### config.mk
export PLATFORM = sky130hd
export DESIGN_NAME = fpu_issue_ctrl
export DESIGN_NICKNAME = d
export VERILOG_FILES = /design/src/rtl/fpu_issue_ctrl.sv
export SDC_FILE = /design/constraint.sdc
export NUM_CORES = 1
export LEC_CHECK = 0
export ABC_AREA = 1
export CAP_MARGIN = 40
export CORE_UTILIZATION = 35
export DETAILED_ROUTE_END_ITERATION = 12
export DONT_BUFFER_PORTS = 1
export PLACE_DENSITY = 0.54
export SLEW_MARGIN = 20
export SYNTH_ARGS = -nofsm -noshare
export SYNTH_HDL_FRONTEND = slang
export SYNTH_SLANG_ARGS = --single-unit
### constraint.sdc
create_clock -name clk -period 8.85 [get_ports clk]
set_input_delay 1.3275 -clock clk [delete_from_list [all_inputs] [get_ports clk]]
set_output_delay 1.3275 -clock clk [all_outputs]
set_load 0.05 [all_outputs]
### src/rtl/fpu_issue_ctrl.sv
// Sequences one multi-cycle FPU op at a time: holds operands, counts
// latency, captures the result and strobes a single-cycle writeback.
module fpu_issue_ctrl #(
    parameter int DATA_W = 32,
    parameter int CNT_W  = 4,
    parameter int PERF_W = 32
) (
    input  logic              clk,
    input  logic              rst,
    input  logic              issue_valid,
    input  logic [4:0]        issue_cont,
    input  logic [CNT_W-1:0]  issue_lat,
    input  logic [DATA_W-1:0] issue_x1,
    input  logic [DATA_W-1:0] issue_x2,
    input  logic [4:0]        issue_rd,
    input  logic              issue_rd_float,
    input  logic              flush,
    output logic              issue_ready,
    output logic              stall_req,
    output logic [DATA_W-1:0] fpu_x1,
    output logic [DATA_W-1:0] fpu_x2,
    output logic [4:0]        fpu_cont,
    input  logic [DATA_W-1:0] fpu_y,
    output logic              wb_valid,
    output logic [DATA_W-1:0] wb_data,
    output logic [4:0]        wb_rd,
    output logic              wb_rd_float,
    output logic              pend_valid,
    output logic [4:0]        pend_rd,
    output logic              pend_rd_float,
    output logic [PERF_W-1:0] busy_cycles
);

    typedef enum logic [1:0] {
        IDLE = 2'd0,
        EXEC = 2'd1,
        WB   = 2'd2
    } state_e;

    state_e              state_q, state_d;
    logic [CNT_W-1:0]    cnt_q;
    logic [DATA_W-1:0]   x1_q, x2_q;
    logic [4:0]          cont_q;
    logic [4:0]          rd_q;
    logic                rdf_q;
    logic [DATA_W-1:0]   wb_data_q;
    logic [4:0]          wb_rd_q;
    logic                wb_rdf_q;
    logic                wb_valid_q;
    logic                pend_valid_q;
    logic [PERF_W-1:0]   busy_q;
    logic                accept;
    logic                capture;

    assign issue_ready = (state_q == IDLE) | (state_q == WB);
    assign accept      = issue_valid & issue_ready & ~flush;
    // A flush kills the op before its result is taken.
    assign capture     = (state_q == EXEC) & ~flush & (cnt_q == '0);
    assign stall_req   = (issue_valid & ~issue_ready) | (state_q == EXEC);

    always_comb begin
        state_d = state_q;
        case (state_q)
            IDLE:    if (accept) state_d = EXEC;
            EXEC:    if (flush) state_d = IDLE;
                     else if (cnt_q == '0) state_d = WB;
            WB:      state_d = accept ? EXEC : IDLE;
            default: state_d = IDLE;
        endcase
    end

    always_ff @(posedge clk or posedge rst) begin
        if (rst) begin
            state_q      <= IDLE;
            cnt_q        <= '0;
            x1_q         <= '0;
            x2_q         <= '0;
            cont_q       <= '0;
            rd_q         <= '0;
            rdf_q        <= 1'b0;
            wb_data_q    <= '0;
            wb_rd_q      <= '0;
            wb_rdf_q     <= 1'b0;
            wb_valid_q   <= 1'b0;
            pend_valid_q <= 1'b0;
            busy_q       <= '0;
        end else begin
            state_q      <= state_d;
            wb_valid_q   <= (state_d == WB);
            pend_valid_q <= (state_d == EXEC);
            if (accept) begin
                x1_q   <= issue_x1;
                x2_q   <= issue_x2;
                cont_q <= issue_cont;
                rd_q   <= issue_rd;
                rdf_q  <= issue_rd_float;
                cnt_q  <= issue_lat;
            end else if (state_q == EXEC && cnt_q != '0) begin
                cnt_q <= cnt_q - 1'b1;
            end
            if (capture) begin
                wb_data_q <= fpu_y;
                wb_rd_q   <= rd_q;
                wb_rdf_q  <= rdf_q;
            end
            if (state_q == EXEC && busy_q != '1) begin
                busy_q <= busy_q + 1'b1;
            end
        end
    end

    assign fpu_x1        = x1_q;
    assign fpu_x2        = x2_q;
    assign fpu_cont      = cont_q;
    assign wb_valid      = wb_valid_q;
    assign wb_data       = wb_data_q;
    assign wb_rd         = wb_rd_q;
    assign wb_rd_float   = wb_rdf_q;
    assign pend_valid    = pend_valid_q;
    assign pend_rd       = rd_q;
    assign pend_rd_float = rdf_q;
    assign busy_cycles   = busy_q;

endmodule

==> out/metrics.yaml <==
power:
  p_per_area_nw_per_um2: 357
  p_sw_mw: 1.36
  power_leakage_nw: 4.04
  combPwrFrac_pct: 11.9
  max-vdd-ir-drop_mv: 0.131
  clockPowerShare_pct: 26.8
  seqPwrFrac_pct: 61.3
  finalPower_mw: 2.76
  p_int_mw: 1.40
  swShare_pct: 49.3
worst_hold_path:
  hp-class: "register to register"
timing:
  skew_ns: 0.00941
  worst_slew_pin_slew_ns: 0.755
  fmax_mhz: 328
  tns_ns: 0
  slew_headroom_pct: 49.6
  period_share_pct: 34.4
  setup_ws_ns: 5.80
  rsz0062_at_grt: "false"
  setup_viol: 0
  min_period_ns: 3.05
  drv_slew: 0
  finalHoldViolations: 0
final_layout:
  multi_input_area_um2: 2700
  final_util_pct: 40.8
  antenna_cells: 0
  fillCellCount: 1924
  final_cells: 1149
  layout-drive-gt1-share_pct: 6.52
  nets: 993
  syn_to_final_growth_pct: 13.1
  regArea_um2: 3830
clocking:
  cts_hold_buf: 0
  h-tree-depth: 4
  postCtsResizedCells: 0
  cts_tree: "done"
  clockBufferDepth: 2
  clock-sinks: 153
  insertion_delay_ns: 0.42
  cts_root_buffer: "clkbuf_16"
  cts.clk_slew.worst_paths_ns: 0.07
  cts_buffers: 17
  post_cts_buffers: 0
grt:
  gr-usage-all-layers_pct: 17.8
  antenna_found_initial: 0
  gr-total-overflow: 0
  grt_pass1_vias: 5061
  grt_max_degree: 86
  grt_pass1_wl_um: 27500
drt:
  ant_nets: 0
  drcViolationCount: 0
  dr.first_iter.drc_count: 316
  wl_um: 17600
  num_vias: 5269
  drtPass1Iterations: 4
  wl_per_cell_um: 15.3
  avgViaCountPerCell: 4.59
die:
  die_x_um: 142
  die_area_um2: 20100
  core_um2: 19000
  ioPinCount: 264
  rows: 50
  start_util_pct: 36.1
  die_h_um: 142
synth:
  synth-edff-count: 0
  yosys.area.top_type: "dfrtp_1"
  synth_cells: 877
  synth_seq_cells: 153
  synthTopCellsByArea: "dfrtp_1, nand2_1, nor2_1"
  ys.flop_type: "dfrtp_1"
  ys_seq_area_share_pct: 56.0
  synth_cell_types: 30
  syn_area_um2: 6840
  ys_warn_count: 0
  synth_nets: 994
  synth.most_common_cell: "nand2_1"
  synth_top_area_share_pct: 56.0
  synthArstFlopShare_pct: 100
  synth_common_cells: "nand2_1, dfrtp_1, nor2_1"
  syn_area_per_cell_um2: 7.80
critical_path:
  worstPathRequired_ns: 7.52
  critPathArrivalTime_ns: 1.72
  start_kind: "input port"
  cp-end-kind: "output pin"
  worstPathMaxFanout: 2
  worstSetupPathType: "input port to output pin"
outcome:
  status: "finished, final reports clean"
run:
  drv_cap: 0
placed_design:
  portBuffers: 0
  dp_cells: 1114
  gp_congestion: 0.827
  post-dp-hpwl_um: 12000
  place_ws_ns: 5.53
## power groups by stage
stage                     registers (mW)  clock network, mW  logic (mW)
final                               1.69              0.739       0.328
after global routing                1.71              0.796       0.386
after CTS                           1.70              0.760       0.330
after detailed placement            1.71                  0       0.332
after global placement              1.71                  0       0.315
after floorplan                     1.65                  0       0.276
## routing by layer
| layer | routed length, um | part of all wire, % | track usage (%) |
|---|---|---|---|
| met1 | 7650 | 44 | 21.9 |
| met2 | 8390 | 48 | 28.9 |
| met3 | 1310 | 7.4 | 6.65 |
| met4 | 212 | 1.2 | 5.32 |
| met5 | 0 | 0 | 0 |
## metrics by stage
stage                     instance area, um^2  hold WS [ns]
final                                    7730         0.532
after global routing                     7730         0.557
after CTS                                7660         0.531
after detailed placement                 7060         0.514
after global placement                   7040         0.507
after floorplan                          6840         0.488
## flip-flops by register name, summed over array words and instances (netlist names)
register	flops
wb_rd_float	1
wb_data	32
cnt_q	4
pend_rd	5
pend_valid	1
wb_rd	5
fpu_x1	32
wb_valid	1
fpu_cont	5
pend_rd_float	1
fpu_x2	32
busy_cycles	32
state_q	2
## path summary, 6_finish.rpt
path                            cells past startpoint     endpoint  slack [ns]        start
worst max-delay path                                3    stall_req        5.80  issue_valid
worst min register to register                      2     cnt_q[2]        0.53     cnt_q[2]
worst min-delay path                                2     cnt_q[2]        0.53     cnt_q[2]
worst max register to register                      9   wb_data[5]        6.41   state_q[0]
max in group asynchronous                           3  wb_data[21]        7.16          rst
min in group asynchronous                           1   fpu_x2[19]        0.73          rst
## cells in the final DEF, fill, tap and decap left out, drive strengths merged, types with 3 or more instances in the layout
master	synthesis	final
buf	14	9
clkbuf	15	17
clkinv	0	3
dfrtp	153	153
inv	38	49
nand2	542	542
nand3	19	19
nand3b	5	5
nor2	58	58
nor3	4	4
o21ai	6	6
xnor2	5	5
xor2	9	9
## kinds of logic after synthesis
| kind of cell | synth area share, % |
|---|---|
| xor+xnor | 1.79 |
| compound gates | 1.02 |
| simple gates | 36.3 |
| flops | 56.0 |
| fa+ha+maj | 0.366 |
| buf+inv | 4.56 |
## layout make-up
type                       count  share of cell area (%)
clock inverter                15                    2.18
sequential                   153                    49.5
multi-input combinational    657                    35.0
timing repair buffer           9                    1.72
inverter                      38                    1.91
tap                          260                    4.21
clock buffer                  17                    5.50
## worst max-delay path: stages
cell	delay [ns]
inv_1	0.05
a21oi_1	0.13
buf_4	0.21
No activity file was read; power rests on OpenSTA's default activity.
